`src/rtl/cpu_pkg.sv`:
```
// Shared types and constants for the ARM core pipeline control logic.
package cpu_pkg;

  typedef enum logic [1:0] {
    RUN,
    STALL,
    FLUSH
  } hz_state_t;

  typedef logic [4:0] reg_idx_t;

  // X31 reads as zero, so a write to it can never feed a later instruction.
  localparam reg_idx_t XZR = 5'd31;

endpackage : cpu_pkg

```
`src/rtl/sat_counter.sv`:
```
// Saturating up-counter used for pipeline performance statistics.
module sat_counter #(
  parameter int W = 32
) (
  input  logic         clk,
  input  logic         reset,
  input  logic         inc,
  output logic [W-1:0] count
);

  logic [W-1:0] count_q;
  logic [W-1:0] count_d;

  always_comb begin
    count_d = count_q;
    if (inc && (count_q != {W{1'b1}})) begin
      count_d = count_q + W'(1);
    end
  end

  // NOTE: sequential state uses non-blocking assignments so every flop samples pre-edge values.
  always_ff @(posedge clk or negedge reset) begin
    if (!reset) begin
      count_q <= '0;
    end else begin
      count_q <= count_d;
    end
  end

  assign count = count_q;

endmodule : sat_counter

```
`src/rtl/ex_hazard_ctrl.sv`:
```
// Load-use and taken-branch hazard controller: zero-cycle detection, with an FSM
// that stretches stalls and flushes over multi-cycle penalties.
module ex_hazard_ctrl
  import cpu_pkg::*;
#(
  parameter int LOAD_STALL = 1,
  parameter int BR_PENALTY = 2,
  parameter int CNT_W      = 32
) (
  input  logic             clk,
  input  logic             reset,
  input  logic             memRead_EX,
  input  logic             RegWrite_EX,
  input  reg_idx_t         targetReg_EX,
  input  reg_idx_t         id_rn,
  input  reg_idx_t         id_rm,
  input  logic             id_uses_rn,
  input  logic             id_uses_rm,
  input  logic             br_taken_EX,
  output logic             pc_write,
  output logic             ifid_write,
  output logic             idex_bubble,
  output logic             ifid_flush,
  output logic [CNT_W-1:0] stall_count,
  output logic [CNT_W-1:0] flush_count
);

  localparam int MAX_PEN = (LOAD_STALL > BR_PENALTY) ? LOAD_STALL : BR_PENALTY;
  localparam int REM_W   = $clog2(MAX_PEN + 1);

  hz_state_t        state_q, state_d;
  logic [REM_W-1:0] rem_q, rem_d;
  logic             lu;

  assign lu = memRead_EX && RegWrite_EX && (targetReg_EX != XZR) &&
              ((id_uses_rn && (id_rn == targetReg_EX)) ||
               (id_uses_rm && (id_rm == targetReg_EX)));

  // NOTE: every output and next-state signal gets a default first so no latch is inferred.
  always_comb begin
    state_d     = state_q;
    rem_d       = rem_q;
    pc_write    = 1'b1;
    ifid_write  = 1'b1;
    idex_bubble = 1'b0;
    ifid_flush  = 1'b0;

    unique case (state_q)
      RUN: begin
        if (br_taken_EX) begin
          idex_bubble = 1'b1;
          ifid_flush  = 1'b1;
          if (BR_PENALTY > 1) begin
            state_d = FLUSH;
            rem_d   = REM_W'(BR_PENALTY - 1);
          end
        end else if (lu) begin
          pc_write    = 1'b0;
          ifid_write  = 1'b0;
          idex_bubble = 1'b1;
          if (LOAD_STALL > 1) begin
            state_d = STALL;
            rem_d   = REM_W'(LOAD_STALL - 1);
          end
        end
      end

      // The load has already left EX, so lu and branches are not re-evaluated here.
      STALL: begin
        pc_write    = 1'b0;
        ifid_write  = 1'b0;
        idex_bubble = 1'b1;
        rem_d       = rem_q - REM_W'(1);
        if (rem_q == REM_W'(1)) begin
          state_d = RUN;
        end
      end

      FLUSH: begin
        idex_bubble = 1'b1;
        ifid_flush  = 1'b1;
        rem_d       = rem_q - REM_W'(1);
        if (rem_q == REM_W'(1)) begin
          state_d = RUN;
        end
      end

      default: begin
        state_d = RUN;
        rem_d   = '0;
      end
    endcase
  end

  always_ff @(posedge clk or negedge reset) begin
    if (!reset) begin
      state_q <= RUN;
      rem_q   <= '0;
    end else begin
      state_q <= state_d;
      rem_q   <= rem_d;
    end
  end

  sat_counter #(.W(CNT_W)) u_stall_cnt (
    .clk   (clk),
    .reset (reset),
    .inc   (~pc_write),
    .count (stall_count)
  );

  sat_counter #(.W(CNT_W)) u_flush_cnt (
    .clk   (clk),
    .reset (reset),
    .inc   (ifid_flush),
    .count (flush_count)
  );

endmodule : ex_hazard_ctrl

```
`config.mk`:
```
export PLATFORM = sky130hd
export DESIGN_NAME = ex_hazard_ctrl
export DESIGN_NICKNAME = d
export VERILOG_FILES = /design/src/rtl/cpu_pkg.sv /design/src/rtl/sat_counter.sv /design/src/rtl/ex_hazard_ctrl.sv
export SDC_FILE = /design/constraint.sdc
export NUM_CORES = 1
export LEC_CHECK = 0
export ABC_AREA = 1
export BUFFER_PORTS_ARGS = -buffer_cell sky130_fd_sc_hd__buf_2
export CAP_MARGIN = 20
export CORE_ASPECT_RATIO = 0.8
export CORE_MARGIN = 3
export CORE_UTILIZATION = 30
export DETAILED_ROUTE_END_ITERATION = 10
export PLACE_DENSITY = 0.49
export SLEW_MARGIN = 20
export SYNTH_ARGS = -nofsm -noshare
export SYNTH_HDL_FRONTEND = slang
export SYNTH_SLANG_ARGS = --single-unit
```
`constraint.sdc`:
```
create_clock -name clk -period 4.35 [get_ports clk]
set_clock_uncertainty 0.1 [all_clocks]
set_input_delay 0.87 -clock clk [delete_from_list [all_inputs] [get_ports clk]]
set_output_delay 0.87 -clock clk [all_outputs]
set_load 0.1 [all_outputs]
```
==> results of run 1 <==
power by group through the flow:
stage | combinational, W | sequential (W) | clock [W]
floorplan | 0.000283 | 0.00103 | 0
global placement | 0.000675 | 0.000757 | 0
detailed placement | 0.000683 | 0.000761 | 0
CTS | 0.000685 | 0.000750 | 0.000721
global route | 0.000727 | 0.000759 | 0.000748
finish | 0.000677 | 0.000749 | 0.000702
cells by family after synthesis:
group | count (synthesis) | share of synthesized area, %
xor+xnor | 43 | 8.256
simple gates | 500 | 45.47
fa+ha+maj | 3 | 0.8229
buf+inv | 64 | 6.747
compound gates | 14 | 1.947
flops | 67 | 36.75
cells in the final DEF (no fill, tap or decap):
cell and instances:
nand2_1 343, buf_2 89, nor2_1 85, dfrtp_1 67, inv_1 40, xor2_1 32, nand3_1 18, nor3_1 18
nand3b_1 13, inv_2 11, xnor2_1 11, clkbuf_16 9, nand4_1 6, o21ai_1 6, o21ai_2 5, nand2_2 4
nor2_2 3, nor2_4 3, ha_1 3, clkbuf_1 3, a21oi_1 2, nor3b_1 2, clkinv_2 2, clkbuf_8 2
nand3_2 1, nor3_2 1, nand4_2 1, nor3_4 1, nand2_4 1, o21ai_0 1, buf_4 1
path summary, 6_finish.rpt:
path,from,endpoint,slack [ps],cells past startpoint
hold reg to reg,rem_q[0],rem_q[0],380,1
hold / removal,rem_q[0],rem_q[0],380,1
max in group asynchronous,reset,u_flush_cnt.count[20],2670,2
setup reg to reg,u_flush_cnt.count[0],u_flush_cnt.count[28],1620,10
min in group asynchronous,reset,u_stall_cnt.count[3],460,1
setup / recovery,targetReg_EX[4],idex_bubble,1390,10
state kept, by name (all words and copies together) (netlist names):
| signal | cells |
|---|---|
| rem_q | 2 |
| state_q | 1 |
| u_flush_cnt.count | 32 |
| u_stall_cnt.count | 32 |
routing by layer:
metal  vias to the layer above  global-route usage (%)
met4                         0                   4.078
met2                       128                   25.14
met5                         -                       0
met1                      2160                   26.32
li1                       2306                       -
met3                        10                   4.257
cell type report:
cell class | count | area [µm²] | share of cell area, %
clock inverters | 2 | 10.01 | 0.1853
clock buffers | 14 | 264.0 | 4.887
well taps | 184 | 230.2 | 4.261
multi-input cells | 560 | 2577 | 47.71
flip-flops and latches | 67 | 1677 | 31.03
inverters | 51 | 191.4 | 3.543
repair buffers | 90 | 452.9 | 8.384
worst reg2reg max path, stage by stage, from the launching register on:
cell and delay [ps]:
dfrtp_1 510, ha_1 320, inv_2 90, nor3_4 250
nand2_2 130, nor2_4 180, nand2_2 90, nand2_4 310
inv_2 350, nand2_1 210, o21ai_2 60
per-stage QoR:
step / total power [W] / instances / util, %
2_1_floorplan: 0.001316 / 691 / -
3_3_place_gp: 0.001432 / 952 / 35.15
3_5_place_dp: 0.001444 / 952 / 35.15
4_1_cts: 0.002156 / 968 / 37.03
5_1_grt: 0.002234 / 968 / 37.03
6_report: 0.002128 / 968 / 37.03
==> metrics, run 1 <==
leading post-synthesis cells by cell area dfrtp_1 (37%), nand2_1 (28%), nor2_1 (7.0%); DIE AREA approximately 17000 µm²; number of antenna violations at the first check in global routing 0; worst setup slack after placement between 1000 and 1500 ps; layout cells sized above 1 between 15 and 20%; pin slew with the least headroom to its limit approximately 900 ps; CP endpoint kind output port; #FFs+latches synth 67; number of global-route vias before repair 4350; cts-stage hold buffer count 0; width of the chip 143.9 µm; Detail Route Antenna Nets 0; number of buffers created by CTS 9; total length of routed met2 wires a little under 6000 µm; Synth top cells by count nand2_1 (343), nor2_1 (85), dfrtp_1 (67); relative contribution of combinational cells to total power 31.8%; critical path's most frequent cell nand2_1; family of cells with the greatest summed delay on the critical path buffers and inverters; Synth Net Count 716; max-slew violation count 0; area share of the largest cell type after synthesis ~37%; Final #Nets around 800; Area Growth Syn to Fin 18.43%; Worst Hold Margin between 300 and 400 ps; yosys warns 0; Design Area, Final approximately 5400 µm²; maximum VDD drop 0.2688 mV; cell area after synthesis between 4000 and 5000 µm²; most instantiated library cell after synthesis nand2_1; number of inserted diodes 0; GRT Total Usage between 10% and 20%; number of enable flip-flop cells after synthesis 0; number of top-level pins 90; CP Data Arrival Time ~2000 ps; Final Hold Viols 0; Core Footprint ~15000 µm²; post-detailed-route wirelength per cell between 10 and 15 µm; maximum clock rate around 340 MHz; clock tree from TritonCTS done; met1 wire length around 7200 µm; GR Overflow Total 0; total of max-cap violations 0; Clock H-tree levels 3; area of placed instances between 5000 and 6000 µm²; total wirelength of the detailed-routed design around 14000 µm; library cell occupying the most area in the post-synthesis netlist dfrtp_1; stage delay of the slowest cell on the critical path about 420 ps; Site Rows 39; met3 layer wire length in the routed design 970 µm; post-CTS repair timing setup buffer count 0; clock period minus final worst setup slack a little under 3000 ps; topmost layer with routed signal wires met4; detailed-router iteration count before antenna repair 5; drt initial violations ~320; Net Sw Frac roughly 43%; Buffers & Inverters on Critical Path 3; routability cong. approximately 0.96; clk_lat worst skew 350 ps; fillcell total between 1.5k and 2k; clock slew seen by the registers of the worst setup and hold paths around 50 ps; path type of the worst setup path in2out; clock sinks between 60 and 70; share of flip-flops with an asynchronous set or reset between 90% and 100%; detailed-route via count roughly 4.6k; critical-path cell list buf_2 > inv_2 > nand2_1 > nand2_1 > nor2_1 > nand3_1 > nand2_1 > nand2_1 > nand2_1 > buf_2; Hold/Removal Path Class reg2reg; aggregate negative setup slack 0 ps; Buffers on Ports 89; wire length of the first global-routing pass around 23000 µm; Post-DP HPWL between 10000 and 15000 µm; setup repair after global routing missed its margin false; post-cts sizing count 0; Leakage Power around 2.8 nW; main flop type after synthesis dfrtp_1; fraction of the cycle the final worst path needs roughly two thirds; vertical die dimension 116.3 µm; Longest Clk Path Bufs 2; slowest stage cell on the critical path buf_2; portion of total power attributed to the clock network 33.0%; internal power contribution ~0.0012 W; effective utilization at floorplan ~31%; Crit path required time around 3400 ps; final critical-path setup slack ~1400 ps; headroom to the max-slew limit roughly two fifths; number of setup violations in the final report 0; DRC violation count after routing 0; critical path fanouts, max 4; sequential fraction of the synthesis area 36.75%; number of vias per cell after detailed routing 4.756; power density over the cells 394.0 nW/µm²; number of library cell types mapped by synthesis 28; cell count after synthesis just under 700; largest net degree at the start of global routing 42; mean cell area of the mapped netlist 6.602 µm²; Root Buffer clkbuf_16; status finished, final reports clean; part of the total power dissipated in sequential elements 35.2%; NetSw 0.0009147 W; critical path startpoint category primary input
(Power assumes the default switching activity.)
==> inputs of run 2 (changes only) <==
Clock period 4.35 ns to 2.8 ns, I/O delays scaled along.
==> run 2 against run 1 <==
Power grew 68%. Sequential share of layout area shrank 0.74 points. Count of clock-buffer cells in the layout shrank 3. Utilization grew 0.90 points. Register-to-register slack lost 1200 ps. Non-clock buffer count grew 5. Clock power grew 91%. Highest routed layer unchanged.
==> metrics, run 2 (synthesis results as in run 1) <==
status finished, final reports clean; Detail Route Antenna Nets 0; Hold/Removal Path Class in2async; fraction of the cycle the final worst path needs 84.32%; GRT Total Usage between 15 and 20%; number of global-route vias before repair between 4k and 5k; critical path fanouts, max 4; critical path's most frequent cell nand2_1; destination of the worst register-to-register timing path u_stall_cnt.count[2]; pin slew with the least headroom to its limit ~630 ps; fillcell total ~1.6k; Net Sw Frac between 30% and 40%; Leakage Power 2.838 nW; Core Footprint 14590 µm²; clock period minus final worst setup slack 2361 ps; drt initial violations 382; slowest stage cell on the critical path buf_2; clock tree from TritonCTS done; part of the total power dissipated in sequential elements about a third; CP endpoint kind output port; Site Rows 39; post-detailed-route wirelength per cell 14.46 µm; path type of the worst setup path in2out; portion of total power attributed to the clock network a little under two fifths; layout cells sized above 1 between 15 and 20%; headroom to the max-slew limit roughly three fifths; number of setup violations in the final report 0; maximum VDD drop 0.4195 mV; Root Buffer clkbuf_16; count of non-filler cells in the finished layout about 970; number of inserted diodes 0; total of max-cap violations 0; DRC violation count after routing 0; number of buffers created by CTS 9; R2R Path Start u_stall_cnt.count[0]; cell count after placement 957; CP Data Arrival Time between 1500 and 2000 ps; R2R cell count 10; Clock H-tree levels 3; number of top-level pins 90; clock sinks 67; routability cong. 0.8970; Final Hold Viols 0; clk_lat worst skew between 300 and 400 ps; Area Growth Syn to Fin 21.31%; Longest Clk Path Bufs 2; critical-path cell list buf_2 > inv_2 > nand2_1 > nand2_1 > nor2_1 > nand3_1 > nand2_1 > nand2_1 > nand2_1 > buf_2; commonest cells after routing, fill and taps aside nand2_1 (343), buf_2 (89), nor2_1 (85); Design Area, Final 5534 µm²; vertical die dimension roughly 120 µm; clock slew seen by the registers of the worst setup and hold paths roughly 60 ps; detailed-router iteration count before antenna repair 5; GR Overflow Total 0; most common library cell in the layout ignoring fill and taps nand2_1; DIE AREA 16730 µm²; critical path startpoint category primary input; post-CTS repair timing setup buffer count 0; NetSw 0.001425 W; detailed-route via count 4580; Crit path required time between 2000 and 2500 ps; setup slack of the worst register-to-register path 460 ps; aggregate negative setup slack 0 ps; Final #Nets just over 800; number of antenna violations at the first check in global routing 0; Buffers on Ports 89; number of vias per cell after detailed routing 4.707; wire length of the first global-routing pass 22520 µm; Post-DP HPWL 10640 µm; setup repair after global routing missed its margin false; largest net degree at the start of global routing 68; maximum clock rate approximately 420 MHz; area of placed instances roughly 5200 µm²; max-slew violation count 0; total wirelength of the detailed-routed design between 10000 and 15000 µm; Pwr Total about 0.0036 W; effective utilization at floorplan 31.27%; power density over the cells ~650 nW/µm²; Worst Hold Margin 116.1 ps; post-cts sizing count 0; relative contribution of combinational cells to total power a little under a third; width of the chip 143.9 µm; cts-stage hold buffer count 0; internal power contribution roughly 0.0022 W; stage delay of the slowest cell on the critical path ~420 ps
-- run 2: cell type report --
type / instances / area (µm²) / area share, %
sequential: 67 / 1677 / 30.30
clock buffer: 11 / 242.7 / 4.386
tap: 184 / 230.2 / 4.160
inverter: 51 / 191.4 / 3.459
multi-input combinational: 560 / 2577 / 46.57
clock inverter: 5 / 100.1 / 1.809
timing repair buffer: 95 / 515.5 / 9.315
-- run 2: per-layer routing --
layer	track usage (%)	share of wire, %	vias up
met5	0	0	-
met4	5.144	1.4	0
met3	3.889	6.8	12
met2	23.34	40	144
met1	26.91	52	2119
li1	-	-	2305
-- run 2: how the worst max path moves through the flow --
stage / from / to / slack (ps) / cells past startpoint
floorplan: targetReg_EX[2] / pc_write / 230 / 8
global placement: targetReg_EX[4] / idex_bubble / 460 / 10
detailed placement: targetReg_EX[2] / idex_bubble / 440 / 10
CTS: targetReg_EX[2] / idex_bubble / 440 / 10
global route: u_stall_cnt.count[0] / u_stall_cnt.count[19] / 240 / 10
finish: targetReg_EX[0] / idex_bubble / 440 / 10
-- run 2: critical path, delay by kind of cell --
| family | cells | cell delay [ps] |
|---|---|---|
| buffers and inverters | 3 | 580 |
| and+or+nand+nor | 7 | 550 |
-- run 2: per-stage QoR --
step / worst slack, ps / util, %
2_1_floorplan: 234.6 / -
3_3_place_gp: 458.3 / 35.58
3_5_place_dp: 437.8 / 35.58
4_1_cts: 439.2 / 37.93
5_1_grt: 243.9 / 37.93
6_report: 438.9 / 37.93
-- run 2: power groups by stage --
stage	registers (W)	logic [W]	clock network [W]
after floorplan	0.00160	0.000440	0
after global placement	0.00116	0.00109	0
after detailed placement	0.00117	0.00109	0
after CTS	0.00115	0.00110	0.00138
after global routing	0.00116	0.00117	0.00141
final	0.00115	0.00109	0.00134
==> inputs of run 3 (changes only) <==
Settings changed: ABC_AREA 1 to 0, PLACE_DENSITY 0.49 to 0.52.
Clock period 2.8 ns to 1.96 ns, I/O delays scaled along.
==> run 3 against run 2 <==
The flow now finishes with violations (hold timing, setup timing). Sequential share of layout area rose by 2.2 points. Design area is 2.7% higher. Non-clock buffer count is 68 higher. Synthesized cell count decreased by 54%. Combinational power rose by 31%. Worst hold slack got worse by 140 ps. Worst setup slack got worse by 490 ps. Critical path type is now reg2reg. Largest cell class unchanged.
==> metrics, run 3 <==
DIE AREA 12560 µm²; DRC violation count after routing 0; synthesized-area fraction occupied by ao, oa, aoi and oai cells under 10%; vertical die dimension slightly above 100 µm; share of flip-flops with an asynchronous set or reset 100.0%; R2R Path Start u_stall_cnt.count[0]; synthesized-area fraction occupied by adder cells approximately 1.1%; number of antenna violations at the first check in global routing 0; Final Hold Viols 27; fraction of synthesized cell area in xor and xnor cells a little under a fifth; Longest Clk Path Bufs 2; Area Growth Syn to Fin 68.45%; number of top-level pins 90; violated checks hold timing, setup timing; fraction of the cycle the final worst path needs 102.8%; routability cong. 0.8209; critical path startpoint category flop; Final #Nets 509; CP Data Arrival Time between 2000 and 2500 ps; clk_lat worst skew 330 ps; maximum VDD drop between 1 and 1.5 mV; fillcell total 929; most instantiated library cell after synthesis dfrtp_1; total of max-cap violations 0; maximum clock rate approximately 500 MHz; CP endpoint kind flop; main flop type after synthesis dfrtp_1; most common library cell in the layout ignoring fill and taps buf_2; Pwr Total 0.004967 W; Site Rows 33; leading post-synthesis cells by cell area dfrtp_1 (50%), xor2_1 (9.9%), xnor2_1 (8.6%); power density over the cells 873.9 nW/µm²; commonest cells after routing, fill and taps aside buf_2 (82), buf_4 (66), dfrtp_4 (39); area share of the largest cell type after synthesis approximately half; Crit. Startpoint u_stall_cnt.count[0]; yosys warns 0; aggregate negative setup slack -314.5 ps; cell count after synthesis 318; clock slew seen by the registers of the worst setup and hold paths approximately 60 ps; Hold/Removal Path Class in2async; area of the multi-input gates 2113 µm²; share of synthesized area spent on multiplexers less than 1%; number of enable flip-flop cells after synthesis 0; number of buffers created by CTS 9; Core Footprint roughly 11000 µm²; Synth Net Count between 300 and 400; Root Buffer clkbuf_16; total wirelength of the detailed-routed design about 9600 µm; width of the chip roughly 120 µm; path type of the worst setup path reg2reg; Buffers on Ports roughly 90; setup slack of the worst register-to-register path -60 ps; number of library cell types mapped by synthesis 38; mean cell area of the mapped netlist 10.61 µm²; pin slew with the least headroom to its limit about 500 ps; Synth top cells by count dfrtp_1 (67), xor2_1 (38), xnor2_1 (33); post-detailed-route wirelength per cell 15.24 µm; library cell occupying the most area in the post-synthesis netlist dfrtp_1; critical path fanouts, max 5; Detail Route Antenna Nets 0; clock sinks 67; Leakage Power around 2.7 nW; layout cells sized above 1 around two thirds; effective utilization at floorplan approximately a third; number of setup violations in the final report 21; Crit path required time 2110 ps; wire length of the first global-routing pass 15640 µm; Clock H-tree levels 3; number of global-route vias before repair 3051; register area roughly 1800 µm²; GR Overflow Total 0; number of inserted diodes 0; final critical-path setup slack -55.29 ps; clock tree from TritonCTS done; Post-DP HPWL 6505 µm; detailed-route via count 3039; cell area after synthesis approximately 3400 µm²; clock period minus final worst setup slack just over 2000 ps; headroom to the max-slew limit 67.13%; simple-gate area share of the yosys netlist approximately a quarter; setup repair after global routing missed its margin true; Worst Hold Margin -19.69 ps; detailed-router iteration count before antenna repair 4; sequential fraction of the synthesis area between 40% and 50%; dominant combinational cell family by area after synthesis simple AND/OR/NAND/NOR gates; drt initial violations 153; largest net degree at the start of global routing between 60 and 70; destination of the worst register-to-register timing path u_stall_cnt.count[24]; max-slew violation count 0; GRT Total Usage between 15 and 20%; #FFs+latches synth 67; status finished, violations left; number of vias per cell after detailed routing just under 5; R2R cell count 7
-- run 3: repair_timing --
item | 4_1_cts | 5_1_grt
gates cloned | 3 | 0
hold buffers | 0 | 0
buffers inserted | 6 | 10
pin swaps | 14 | 46
endpoints found under the setup margin | 33 | 50
gates resized for setup | 21 | 47
-- run 3: critical path, stage by stage (launching register included) --
cell     delay (ps)
dfrtp_4         420
ha_4            130
and3_4          180
nand3_4          60
or3_4           430
buf_6           170
nor4_4          260
xor2_1          170
-- run 3: cell families (layout without fill, tap and decap cells) --
group                    Yosys count  in the layout
AND/OR/NAND/NOR                  150            151
XOR/XNOR                          71             71
flip-flops                        67             67
buffers and inverters             16            186
AO/OA/AOI/OAI                      9              9
adder cells (fa/ha/maj)            3              3
multiplexers                       2              2
-- run 3: power breakdown --
group / leakage (nW) / switching (W) / internal, W / total (W)
registers: 0.798 / 0.000117 / 0.00154 / 0.00166
clock network: 0.169 / 0.000605 / 0.00127 / 0.00188
logic: 1.78 / 0.00102 / 0.000411 / 0.00143
-- run 3: worst max-delay path by stage --
stage                       endpoint  depth (start not counted)  slack (ps)
2_1_floorplan  u_stall_cnt.count[25]                          9        -380
5_1_grt        u_stall_cnt.count[24]                          7        -110
3_5_place_dp   u_stall_cnt.count[17]                          8        -150
6_report       u_stall_cnt.count[24]                          7         -60
3_3_place_gp   u_stall_cnt.count[20]                          8        -120
4_1_cts        u_stall_cnt.count[24]                          8         -40
-- run 3: final cells by class --
class	count	area share (%)
Sequential cell	67	32.53
Clock buffer	11	4.270
Inverter	7	0.5283
Tap cell	140	3.082
Timing Repair Buffer	163	20.65
Multi-Input combinational cell	236	37.18
Clock inverter	5	1.761
-- run 3: routing by layer --
metal	vias to the layer above	global-route usage [%]	routed length [µm]	part of all wire (%)
met3	8	4.290	403	4.2
met5	-	0	0	0
met2	68	23.13	4420	46
met1	1495	22.02	4660	49
li1	1468	-	-	-
met4	0	4.297	101	1.1
-- run 3: through the flow --
stage	hold WS (ps)	area, µm²	instances	utilization [%]	setup WS [ps]
after floorplan	-3.591	3726	318	-	-380.1
after global placement	350.0	4810	596	45.32	-120.9
after detailed placement	355.0	4810	596	45.32	-149.3
after CTS	2.103	5356	621	50.48	-36.46
after global routing	19.18	5684	629	53.57	-113.2
final	-19.69	5684	629	53.57	-55.29
